--- config.mk ---
export PLATFORM = sky130hd
export DESIGN_NAME = cnt60_run_ctrl
export DESIGN_NICKNAME = d
export VERILOG_FILES = /design/src/rtl/cnt60_run_ctrl.sv
export SDC_FILE = /design/constraint.sdc
export NUM_CORES = 1
export LEC_CHECK = 0
export ABC_CLOCK_PERIOD_IN_PS = 8109
export BUFFER_PORTS_ARGS = -buffer_cell sky130_fd_sc_hd__clkbuf_2
export CORE_UTILIZATION = 40
export CTS_CLUSTER_DIAMETER = 80
export CTS_CLUSTER_SIZE = 40
export DETAILED_ROUTE_END_ITERATION = 6
export GPL_TIMING_DRIVEN = 0
export HOLD_SLACK_MARGIN = 0.12
export PLACE_DENSITY = 0.69
export SETUP_SLACK_MARGIN = 0.3
export SLEW_MARGIN = 20
export SYNTH_ARGS = -nofsm -noshare
export SYNTH_HDL_FRONTEND = slang
export SYNTH_SLANG_ARGS = --single-unit
--- constraint.sdc ---
create_clock -name CLK -period 8.11 [get_ports CLK]
set_input_delay 0 -clock CLK [delete_from_list [all_inputs] [get_ports CLK]]
set_output_delay 0 -clock CLK [all_outputs]
set_load 0.05 [all_outputs]
--- src/rtl/cnt60_run_ctrl.sv ---
// rtl/cnt60_run_ctrl.sv - run controller for the mod-60 up/down counter
//
// Turns the start/pause and clear buttons plus a prescaled timebase into the
// ENABLE tick, DEC direction and CNT_CLR_N clear strobe of one mod-60 counter,
// and raises ALARM for ALARM_TICKS tick periods when a countdown reaches 00.
//
// Ports:
//   CLK        clock
//   RESET      asynchronous active-low reset
//   START_BTN  start/pause/resume button (asynchronous level, active-high)
//   CLR_BTN    clear button (asynchronous level, active-high)
//   MODE_DOWN  1 = count down, 0 = count up; sampled only when leaving IDLE
//   CNT10      counter ones digit (0..9), fed back from the counter
//   CNT6       counter tens digit (0..5), fed back from the counter
//   ENABLE     one-cycle count tick to the counter
//   DEC        counter direction (1 = increment, 0 = decrement)
//   CNT_CLR_N  one-cycle active-low clear strobe to the counter
//   ALARM      countdown-expired indicator
//   STATE      FSM state: IDLE=0, RUN=1, PAUSE=2, ALARM=3

module cnt60_run_ctrl #(
  parameter int PRESCALE    = 50000000,
  parameter int ALARM_TICKS = 5
) (
  input  logic       CLK,
  input  logic       RESET,
  input  logic       START_BTN,
  input  logic       CLR_BTN,
  input  logic       MODE_DOWN,
  input  logic [3:0] CNT10,
  input  logic [2:0] CNT6,
  output logic       ENABLE,
  output logic       DEC,
  output logic       CNT_CLR_N,
  output logic       ALARM,
  output logic [1:0] STATE
);

  localparam int PSC_W = (PRESCALE > 2) ? $clog2(PRESCALE) : 1;
  localparam int AT_W  = $clog2(ALARM_TICKS + 1);
  localparam logic [PSC_W-1:0] PSC_LAST   = PSC_W'(PRESCALE - 1);
  localparam logic [AT_W-1:0]  ATICK_LAST = AT_W'(ALARM_TICKS - 1);

  typedef enum logic [1:0] {
    ST_IDLE  = 2'd0,
    ST_RUN   = 2'd1,
    ST_PAUSE = 2'd2,
    ST_ALRM  = 2'd3
  } state_t;

  state_t            state, state_d;
  logic [PSC_W-1:0]  psc, psc_d;
  logic [AT_W-1:0]   atick, atick_d;
  logic              dec_d, enable_d, clr_n_d, alarm_d;
  logic [2:0]        start_sync, clr_sync;
  logic              start_ev, clr_ev, psc_wrap, cnt_zero, terminal;

  // Two synchronizer flops plus one history flop per button; the event is
  // the synchronized level rising against the history flop.
  always_ff @(posedge CLK or negedge RESET) begin
    if (!RESET) begin
      start_sync <= 3'b000;
      clr_sync   <= 3'b000;
    end else begin
      start_sync <= {start_sync[1:0], START_BTN};
      clr_sync   <= {clr_sync[1:0], CLR_BTN};
    end
  end

  assign start_ev = start_sync[1] & ~start_sync[2];
  assign clr_ev   = clr_sync[1] & ~clr_sync[2];
  assign psc_wrap = (psc == PSC_LAST);
  assign cnt_zero = (CNT10 == 4'd0) && (CNT6 == 3'd0);
  // ENABLE low here means the 00 on the counter is already the result of the
  // last tick, so the countdown is complete.
  assign terminal = (state == ST_RUN) && !DEC && cnt_zero && !ENABLE;

  // State register
  always_ff @(posedge CLK or negedge RESET) begin
    if (!RESET) state <= ST_IDLE;
    else        state <= state_d;
  end

  // Next-state logic; clear overrides everything, terminal overrides start.
  always_comb begin
    state_d = state;
    if (clr_ev) begin
      state_d = ST_IDLE;
    end else begin
      case (state)
        ST_IDLE:  if (start_ev && !(MODE_DOWN && cnt_zero)) state_d = ST_RUN;
        ST_RUN:   if (terminal) state_d = ST_ALRM;
                  else if (start_ev) state_d = ST_PAUSE;
        ST_PAUSE: if (start_ev) state_d = ST_RUN;
        ST_ALRM:  if (start_ev || (psc_wrap && atick == ATICK_LAST)) state_d = ST_IDLE;
        default:  state_d = ST_IDLE;
      endcase
    end
  end

  // Output and datapath next values. The prescaler advances only while the
  // FSM stays in RUN or ALARM, so a pause freezes it mid-period.
  always_comb begin
    psc_d    = psc;
    atick_d  = atick;
    dec_d    = DEC;
    enable_d = 1'b0;
    clr_n_d  = 1'b1;
    alarm_d  = (state_d == ST_ALRM);
    if (clr_ev) begin
      clr_n_d = 1'b0;
      psc_d   = '0;
      atick_d = '0;
    end else begin
      case (state)
        ST_IDLE: begin
          if (state_d == ST_RUN) begin
            dec_d = ~MODE_DOWN;
            psc_d = '0;
          end
        end
        ST_RUN: begin
          if (state_d == ST_ALRM) begin
            psc_d   = '0;
            atick_d = '0;
          end else if (state_d == ST_RUN) begin
            psc_d    = psc_wrap ? '0 : psc + 1'b1;
            enable_d = psc_wrap;
          end
        end
        ST_ALRM: begin
          if (state_d == ST_ALRM) begin
            psc_d = psc_wrap ? '0 : psc + 1'b1;
            if (psc_wrap) atick_d = atick + 1'b1;
          end else begin
            psc_d   = '0;
            atick_d = '0;
          end
        end
        default: ;
      endcase
    end
  end

  always_ff @(posedge CLK or negedge RESET) begin
    if (!RESET) begin
      psc       <= '0;
      atick     <= '0;
      DEC       <= 1'b1;
      ENABLE    <= 1'b0;
      CNT_CLR_N <= 1'b1;
      ALARM     <= 1'b0;
    end else begin
      psc       <= psc_d;
      atick     <= atick_d;
      DEC       <= dec_d;
      ENABLE    <= enable_d;
      CNT_CLR_N <= clr_n_d;
      ALARM     <= alarm_d;
    end
  end

  assign STATE = state;

endmodule
==> impl_metrics.tcl <==
set metrics [dict create \
    cts_tree "done" \
    initial_core_util_pct 42.50 \
    gp_congestion 0.8987 \
    leakage_nw 1.209 \
    cp_max_fo 10 \
    fin_nets 308 \
    power.density_mw_per_mm2 265.0 \
    cp_num_buf_inv 4 \
    switchingPower_mw 0.3089 \
    syn-num-nets 280 \
    die_x_um 79.66 \
    rows 27 \
    finalHoldViolations 0 \
    via_per_inst 5.742 \
    utilization_pct 48.08 \
    vdd_drop_max_mv 0.1683 \
    fmax_ghz 0.3279 \
    synth_area_sq_mm 0.002412 \
    core_sq_mm 0.005675 \
    grt-ovfl-total 0 \
    die-area_sq_mm 0.006346 \
    syn_to_final_growth_pct 13.12 \
    layoutNonFillerInstCount 361 \
    min_period_over_period_pct 37.61 \
    synth_area_per_cell_sq_um 9.278 \
    clock_sinks 41 \
    portBuffers 17 \
    diodes 0 \
    yosysSeqAreaShare_pct 42.63 \
    r2r_end "psc[21]" \
    crit_family "compound AO/OA/AOI/OAI gates" \
    yosysWarnings 0 \
    die_y_um 79.66 \
    synth_most_common_cell "dfrtp_1" \
    worstMarginPinSlew_ns 0.9138 \
    whs_path_depth 6 \
    path_clk_slew_ns 0.08 \
    worstSetupPathType "flip-flop to flip-flop" \
    hold_class "primary input to flip-flop" \
    netSwitchingFraction_pct 42.71 \
    maxSlewHeadroom_pct 39.08 \
    clkPwrFrac_pct 20.3 \
    cts-resized-gates 0 \
    rr_startpoint "STATE[1]" \
    power_mw 0.7233 \
    power_frac_seq_pct 32.1 \
    slowest_delay_ns 0.47 \
    grt_pass1_wl_um 9466 \
    yosys-top-cells-count "39 x dfrtp_1, 28 x nand2_1, 24 x nor2_1, 12 x a22o_1, 12 x inv_1" \
    drt_first_pass_iters 4 \
    hold_end "ALARM" \
    dr_total_vias 2073 \
    root_buffer "clkbuf_8" \
    insertion_delay_ns 0.30 \
    worstPathArrival_ns 3.24 \
    htree_levels 2 \
    p_int_mw 0.4144 \
    synth_cells 260 \
    ys_top_cells_by_area "dfrtp_1 40%, nand2_1 4.4%, a22o_1 4.4%" \
    p_comb_share_pct 47.6 \
    first_global_vias 2022 \
    fin_setup_tns_ns 0 \
    setup_violations 0 \
    ys_seq_elements 41 \
    first_iter_violations 70 \
    cts_max_path_buffers 2 \
    cts_hold_repair.buffers 4 \
    antenna_left 0 \
    yosys.area.top_type "dfrtp_1" \
    maxSlewViolCount 0 \
    place_inst 349 \
    critical_path_required_ns 8.30 \
    ys.flop_type "dfrtp_1" \
    cpMaxStageDelayCell "dfrtp_1" \
    cap_violations 0 \
    status "finished, final reports clean" \
    yosysUniqueCellTypes 51 \
    cp_cell_sequence "inv_1, ha_1, clkbuf_1, a41oi_1, a221oi_2, o21ai_2, inv_2, nand4b_2, a21oi_2, buf_4, nand2_2, o41ai_2" \
    hp-start "CNT10[3]" \
    reg2regPathDepth 12 \
    synth_top_cell_area_share_pct 40.46 \
    wl_per_cell_um 15.06 \
    numCtsBuffers 5 \
    antenna_found_initial 0 \
    async_flop_share_pct 100.0 \
    endpoint_kind "flip-flop" \
    grt_start_max_net_pins 42 \
    start_kind "flip-flop" \
    wl_um 5435 \
    place_hpwl_um 3831 \
    grt_use_total_pct 19.38 \
    clock_skew_ns 0.009543 \
    rsz0062_at_grt "false" \
    r2r_slack_ns 5.06 \
    drive_above_1_share_pct 16.96 \
    finalCriticalPeriod_ns 3.050 \
    cts_setup_buffers 0 \
    synth_edf_count 0 \
    drc 0 \
    ios 18 \
]
flip-flops by register name, indices dropped and copies added (netlist names):
| name | flops |
|---|---|
| start_sync | 3 |
| psc | 26 |
| ENABLE | 1 |
| atick | 3 |
| ALARM | 1 |
| STATE | 2 |
| DEC | 1 |
| clr_sync | 3 |
| CNT_CLR_N | 1 |
logic make-up after synthesis:
kind of cell	count (synthesis)	synth area share, %
and+or+nand+nor	111	24.07
AOI/OAI and AO/OA	74	23.55
DFF	41	42.64
buffers and inverters	24	4.823
adders and majority gates	8	4.150
xor gates and xnor gates	1	0.3631
muxes	1	0.4150
worst register-to-register path: cells and delay by family, from the launching register on:
kind                     cells  cell delay (ns)
AND/OR/NAND/NOR              2             0.36
flip-flops                   1             0.47
AO/OA/AOI/OAI                5             1.20
adder cells (fa/ha/maj)      1             0.15
buffers and inverters        4             0.78
through the flow:
stage	area, sq um	hold slack [ns]	worst slack [ns]
after detailed placement	2587	0.1104	5.117
after global routing	2729	0.2453	4.736
after global placement	2587	0.1091	5.143
after CTS	2729	0.1896	5.078
final	2729	0.1962	5.060
after floorplan	2412	-0.2956	5.149
cell usage in the layout (no fill, tap or decap), types with 8 or more instances in the layout:
| cell type | instances |
|---|---|
| ha_1 | 8 |
| a22o_1 | 12 |
| inv_1 | 12 |
| nor3_1 | 10 |
| clkbuf_2 | 16 |
| dfrtp_1 | 39 |
| o21ai_0 | 9 |
| nand2_1 | 28 |
| nor2_1 | 24 |
| nand4_1 | 11 |
| nand3_1 | 10 |
| a21o_1 | 11 |
power groups by stage:
stage / clock [mW] / sequential, mW / combinational (mW)
3_5_place_dp: 0 / 0.236 / 0.341
5_1_grt: 0.161 / 0.234 / 0.378
6_report: 0.147 / 0.232 / 0.344
4_1_cts: 0.151 / 0.232 / 0.345
3_3_place_gp: 0 / 0.236 / 0.334
2_1_floorplan: 0 / 0.262 / 0.231
worst max path at each step:
stage,start,to,cells past startpoint
2_1_floorplan,STATE[0],psc[14],11
3_3_place_gp,STATE[1],psc[21],12
3_5_place_dp,STATE[1],psc[21],12
4_1_cts,STATE[1],psc[2],12
5_1_grt,STATE[1],psc[10],12
6_report,STATE[1],psc[21],12
routing by layer:
| metal | GRT usage [%] | vias up | routed length [um] |
|---|---|---|---|
| met4 | 6.364 | 0 | 55 |
| met1 | 24.22 | 1011 | 2523 |
| met3 | 5.486 | 7 | 221 |
| met5 | 0 | - | 0 |
| met2 | 31.97 | 43 | 2635 |
| li1 | - | 1012 | - |
area by class of cell:
cell class | count | area [sq um]
clock inverter | 1 | 5.005
sequential | 41 | 1028
fill | 540 | 2947
buffer | 11 | 67.56
tap | 72 | 90.09
clock buffer | 7 | 96.34
multi-input combinational | 195 | 1267
inverter | 13 | 48.80
timing repair buffer | 21 | 125.1
Power figures use the tool's default switching activity.
